[src/rtl/prog_mem_pkg.sv]
// Shared definitions for the program memory controller: FSM states, default widths
// and the all-zero exit instruction that CLEAR fills memory with.
package prog_mem_pkg;

    localparam int DEF_DATA_WIDTH = 17;
    localparam int DEF_ADDR_WIDTH = 8;
    localparam int DEF_DEPTH      = 256;

    localparam logic [DEF_DATA_WIDTH-1:0] EXIT_INSTR = '0;

    typedef enum logic [1:0] {
        ST_CLEAR = 2'd0,
        ST_LOAD  = 2'd1,
        ST_RUN   = 2'd2
    } state_t;

endpackage

[src/rtl/prog_mem_array.sv]
// Program word storage: one write port and one registered read port.
// Reads beyond DEPTH return zero rather than indexing past the array.
module prog_mem_array #(
    parameter int WORD_WIDTH = 17,
    parameter int ADDR_WIDTH = 8,
    parameter int DEPTH      = 256
) (
    input  logic                  i_clk,
    input  logic                  i_resetN,
    input  logic                  i_wrEn,
    input  logic [ADDR_WIDTH-1:0] i_wrAddr,
    input  logic [WORD_WIDTH-1:0] i_wrData,
    input  logic                  i_rdEn,
    input  logic [ADDR_WIDTH-1:0] i_rdAddr,
    output logic [WORD_WIDTH-1:0] o_rdData
);

    logic [WORD_WIDTH-1:0] r_mem [DEPTH];
    logic [WORD_WIDTH-1:0] r_rdData;
    logic                  w_rdInRange;

    assign w_rdInRange = ({1'b0, i_rdAddr} < (ADDR_WIDTH+1)'(DEPTH));

    // Contents are deliberately not reset; the controller's CLEAR pass zeroes them.
    always_ff @(posedge i_clk) begin
        if (i_wrEn) begin
            r_mem[i_wrAddr] <= i_wrData;
        end
    end

    always_ff @(posedge i_clk) begin
        if (!i_resetN) begin
            r_rdData <= '0;
        end else if (i_rdEn) begin
            r_rdData <= w_rdInRange ? r_mem[i_rdAddr] : '0;
        end
    end

    assign o_rdData = r_rdData;

endmodule

[src/rtl/prog_mem_ctrl.sv]
// Program memory controller: CLEAR -> LOAD -> RUN sequencing with a 1-cycle fetch port.
// Define PROG_MEM_PARITY_EN to store an even-parity bit with each word and flag fetch errors.
module prog_mem_ctrl
    import prog_mem_pkg::*;
#(
    parameter int DATA_WIDTH = DEF_DATA_WIDTH,
    parameter int ADDR_WIDTH = DEF_ADDR_WIDTH,
    parameter int DEPTH      = DEF_DEPTH
) (
    input  logic                  inClk,
    input  logic                  inResetN,
    input  logic                  inLoadStart,
    input  logic [DATA_WIDTH-1:0] inLoadData,
    input  logic                  inLoadValid,
    input  logic                  inLoadLast,
    output logic                  outLoadReady,
    input  logic                  inFetchEn,
    input  logic [ADDR_WIDTH-1:0] inAddress,
    output logic [DATA_WIDTH-1:0] outData,
    output logic                  outDataValid,
    output logic                  outBusy,
    output logic                  outParityErr
);

`ifdef PROG_MEM_PARITY_EN
    localparam int WORD_WIDTH = DATA_WIDTH + 1;
`else
    localparam int WORD_WIDTH = DATA_WIDTH;
`endif

    localparam logic [ADDR_WIDTH-1:0] LAST_ADDR = ADDR_WIDTH'(DEPTH - 1);

    state_t                r_state;
    logic [ADDR_WIDTH-1:0] r_ptr;
    logic                  r_dataValid;

    logic                  w_inLoad;
    logic                  w_accept;
    logic                  w_wrEn;
    logic [DATA_WIDTH-1:0] w_wrPayload;
    logic [WORD_WIDTH-1:0] w_wrWord;
    logic                  w_rdEn;
    logic [WORD_WIDTH-1:0] w_rdWord;

    assign w_inLoad = (r_state == ST_LOAD);
    assign w_accept = w_inLoad && inLoadValid;
    assign w_rdEn   = (r_state == ST_RUN) && inFetchEn;
    assign w_wrEn   = (r_state == ST_CLEAR) || w_accept;

    // One pointer serves both the clear sweep and the load sequence since they never overlap.
    always_ff @(posedge inClk) begin
        if (!inResetN) begin
            r_state <= ST_CLEAR;
            r_ptr   <= '0;
        end else begin
            case (r_state)
                ST_CLEAR: begin
                    if (r_ptr == LAST_ADDR) begin
                        r_state <= ST_LOAD;
                        r_ptr   <= '0;
                    end else begin
                        r_ptr <= r_ptr + 1'b1;
                    end
                end
                ST_LOAD: begin
                    if (inLoadValid) begin
                        if (inLoadLast || (r_ptr == LAST_ADDR)) begin
                            r_state <= ST_RUN;
                            r_ptr   <= '0;
                        end else begin
                            r_ptr <= r_ptr + 1'b1;
                        end
                    end
                end
                ST_RUN: begin
                    if (inLoadStart) begin
                        r_state <= ST_LOAD;
                        r_ptr   <= '0;
                    end
                end
                default: begin
                    r_state <= ST_CLEAR;
                    r_ptr   <= '0;
                end
            endcase
        end
    end

    always_ff @(posedge inClk) begin
        if (!inResetN) begin
            r_dataValid <= 1'b0;
        end else begin
            r_dataValid <= w_rdEn;
        end
    end

    assign w_wrPayload = (r_state == ST_CLEAR) ? DATA_WIDTH'(EXIT_INSTR) : inLoadData;

`ifdef PROG_MEM_PARITY_EN
    // The all-zero clear word has even parity, so the same XOR yields parity 0 during CLEAR.
    assign w_wrWord = {^w_wrPayload, w_wrPayload};
`else
    assign w_wrWord = w_wrPayload;
`endif

    prog_mem_array #(
        .WORD_WIDTH(WORD_WIDTH),
        .ADDR_WIDTH(ADDR_WIDTH),
        .DEPTH     (DEPTH)
    ) u_array (
        .i_clk   (inClk),
        .i_resetN(inResetN),
        .i_wrEn  (w_wrEn),
        .i_wrAddr(r_ptr),
        .i_wrData(w_wrWord),
        .i_rdEn  (w_rdEn),
        .i_rdAddr(inAddress),
        .o_rdData(w_rdWord)
    );

    assign outData      = w_rdWord[DATA_WIDTH-1:0];
    assign outDataValid = r_dataValid;
    assign outLoadReady = w_inLoad;
    assign outBusy      = (r_state != ST_RUN);

`ifdef PROG_MEM_PARITY_EN
    assign outParityErr = r_dataValid && (^w_rdWord);
`else
    assign outParityErr = 1'b0;
`endif

endmodule

[config.mk]
export PLATFORM = sky130hd
export DESIGN_NAME = prog_mem_ctrl
export DESIGN_NICKNAME = d
export VERILOG_FILES = /design/src/rtl/prog_mem_pkg.sv /design/src/rtl/prog_mem_array.sv /design/src/rtl/prog_mem_ctrl.sv
export SDC_FILE = /design/constraint.sdc
export NUM_CORES = 2
export LEC_CHECK = 0
export ABC_AREA = 0
export CAP_MARGIN = 5
export CORE_MARGIN = 10
export CORE_UTILIZATION = 57
export DETAILED_ROUTE_END_ITERATION = 7
export MAX_ROUTING_LAYER = met4
export PLACE_DENSITY_LB_ADDON = 0.05
export SLEW_MARGIN = 20
export SYNTH_ARGS = -nofsm -noshare
export SYNTH_HDL_FRONTEND = slang
export SYNTH_MEMORY_MAX_BITS = 65536
export SYNTH_SLANG_ARGS = --single-unit
[constraint.sdc]
create_clock -name inClk -period 10.65 [get_ports inClk]
set_input_delay 2.6625 -clock inClk [delete_from_list [all_inputs] [get_ports inClk]]
set_output_delay 2.6625 -clock inClk [all_outputs]
set_load 0.05 [all_outputs]
==> summary.md <==
| Metric | Value |
|---|---|
| Max cap viols | `0` |
| Core ar. | `296,800 µm²` |
| Power density over the cells | `182.8 nW/µm²` |
| I/O Pins | `52` |
| Syn nets | `8,146` |
| RSZ-0062 raised after global routing | `false` |
| Clock Latency Late Sink | `980 ps` |
| DRC | `0` |
| Dpl ws | `3127 ps` |
| Register area share after synthesis | `77.21%` |
| DIE AREA | `320,400 µm²` |
| Minimum clock period | `6576 ps` |
| Reg-to-reg slack, setup | `6650 ps` |
| Synthesis-to-finish area growth | `11.54%` |
| Hold buffers post-CTS | `0` |
| Slack of the critical path | `4074 ps` |
| Routed wire length | `463,600 µm` |
| Yosys top cell by area | `edfxtp_1` |
| Worst Setup End Kind | `register` |
| Initial antenna violation count | `28` |
| Initial DRT Pass Iterations | `5` |
| CP Launch Type | `primary input` |
| Setup_tns | `0 ps` |
| Fin area | `189,600 µm²` |
| Worst Path Arrival | `7470 ps` |
| Syn Inst Count | `8,110` |
| Pwr Total | `0.03465 W` |
| CP max FO | `85` |
| Crit share post-route | `61.74%` |
| TritonCTS clock tree | `done` |
| Max clock buf depth | `4` |
| Status | `finished, final reports clean` |
| Synth cell types | `77` |
| Most frequent cells in the layout | `edfxtp_1 (4,352), mux4_2 (697), mux2i_1 (660)` |
| Ys flop type | `edfxtp_1` |
| Slew headroom | `15.30%` |
| Fin Clk Skew | `48.77 ps` |
| Starting density of the core | `57.27%` |
| Peak supply drop | `0.0001409 V` |
| Total track usage | `29.21%` |
| Vias/cell | `6.751` |
| Via count | `86,735` |
| Most common cell after layout, fill and taps aside | `edfxtp_1` |
| Leak | `61.86 nW` |
| Top achievable clock speed | `152.1 MHz` |
| Global-route wire length before repair | `653,400 µm` |
| Die H | `566.1 µm` |
| Dpl hpwl | `267,700 µm` |
| H-Tree Level Count | `5` |
| Port-buffer cells | `50` |
| GRT overflow | `0` |
| Violation count after the first detailed-route iteration | `12,570` |
| Top cells by area, synth | `edfxtp_1 (77%), mux4_2 (9.2%), mux2i_1 (3.9%)` |
| Non-Filler Instances | `12,848` |
| Post-CTS setup repair buffer count | `0` |
| Min-Delay Path Class | `reg -> reg` |
| Rows | `200` |
| Post_cts resized | `0` |
| Vias in the first global route | `84,457` |
| # setup viols final | `0` |
| Die width | `566.1 µm` |
| FFs w/ async S/R, synth | `0%` |
| GPL Wtd Cong | `0.8867` |
| Synth Cell Area | `170,000 µm²` |
| Dpl cells | `12,027` |
| Post-DP Area | `175,900 µm²` |
| Root buf cell | `clkbuf_16` |
| WL per Instance | `36.09 µm` |
| Largest net degree at the start of global routing | `201` |
| Share of the synthesized area in the top cell type | `76.88%` |
| Post-synth EDFFs | `4,352` |
| Clock net sink count | `4,380` |
| Share of layout cells above drive strength 1 | `21.81%` |
| Yosys reg bits | `4,380` |
| CP required | `11,550 ps` |
| Max Slew Vio Count | `0` |
| Clk pin slew, worst setup/hold paths | `60 ps` |
| Layout Nets | `8,569` |
| Slew @ Worst Pin | `1270 ps` |
| Antenna viol nets, final | `0` |
| CTS Buf Count | `440` |
| Final Hold Viols | `0` |
| Synthesized area per cell | `20.96 µm²` |
| Critical path type | `in -> reg` |
| Yosys Warn Count | `0` |
## worst paths after layout
| path | start | endpoint | cells past startpoint |
|---|---|---|---|
| worst max register to register | r_state[1]$_SDFFE_PN0P_ | u_array.r_mem[100][9]$_DFFE_PP_ | 4 |
| worst min-delay path | u_array.o_rdData[14]$_SDFFE_PN0P_ | u_array.o_rdData[14]$_SDFFE_PN0P_ | 2 |
| worst min register to register | u_array.o_rdData[14]$_SDFFE_PN0P_ | u_array.o_rdData[14]$_SDFFE_PN0P_ | 2 |
| worst max-delay path | inAddress[4] | u_array.o_rdData[2]$_SDFFE_PN0P_ | 11 |
## stage by stage
| stage | hold WS (ps) | utilization (%) |
|---|---|---|
| after global placement | 587.6 | 59.24 |
| after CTS | 596.9 | 63.82 |
| after floorplan | 582.0 | - |
| final | 568.0 | 63.88 |
| after global routing | 605.9 | 63.88 |
| after detailed placement | 579.6 | 59.28 |
## cell usage after synthesis (all sizes together) (22+ instances only)
cell type     n
a211oi       64
o21ai       112
a2111oi      69
nor2b        29
a31oi        22
clkbuf      170
nor3         36
o221ai      120
o22ai       223
a21oi       172
nor2        313
nand3        55
dfxtp        28
edfxtp     4352
mux2i       661
buf         324
mux4        779
a22oi        81
nand2       272
nand4        24
## report_power, final
group          total (W)  switching [W]  internal (W)
clock network     0.0146        0.00633       0.00831
logic            0.00132       0.000835      0.000488
registers         0.0187     0.00000813        0.0187
## cell type report
type | count | area (µm²)
Fill cell | 20251 | 107200
Multi-Input combinational cell | 3221 | 35660
Clock inverter | 230 | 1694
Sequential cell | 4380 | 131200
Clock buffer | 574 | 11770
Antenna cell | 14 | 35.03
Tap cell | 3939 | 4928
Inverter | 10 | 52.55
Timing Repair Buffer | 480 | 4213
## layer usage
| metal | part of all wire (%) | vias to the layer above | track usage, % |
|---|---|---|---|
| met5 | 0 | - | - |
| met3 | 9.6 | 680 | 5.498 |
| met1 | 40 | 46578 | 42.14 |
| met2 | 47 | 4583 | 43.33 |
| met4 | 3.3 | 0 | 8.433 |
| li1 | - | 34894 | - |
## flip-flops by register name (all words and copies together) (netlist names)
signal            cells
outDataValid          1
r_ptr                 8
r_state               2
u_array.o_rdData     17
u_array.r_mem      4352
## cell families after synthesis
family          Yosys count  synth area share, %
other cells               1             0.002206
fa+ha+maj                 5              0.03681
xor+xnor                  5              0.02576
simple gates            808                2.099
compound gates          942                3.778
buf+inv                 509                2.316
mux                    1460                14.53
flops                  4380                77.21
## worst max-delay path, cell delays in order
cell,delay [ps]
buf_8,340
buf_12,530
inv_8,330
buf_12,310
buf_4,440
o221ai_1,170
o22ai_1,130
o21ai_0,450
a21oi_1,450
nor4_2,880
a221o_1,220
No activity file was read; power rests on OpenSTA's default activity.
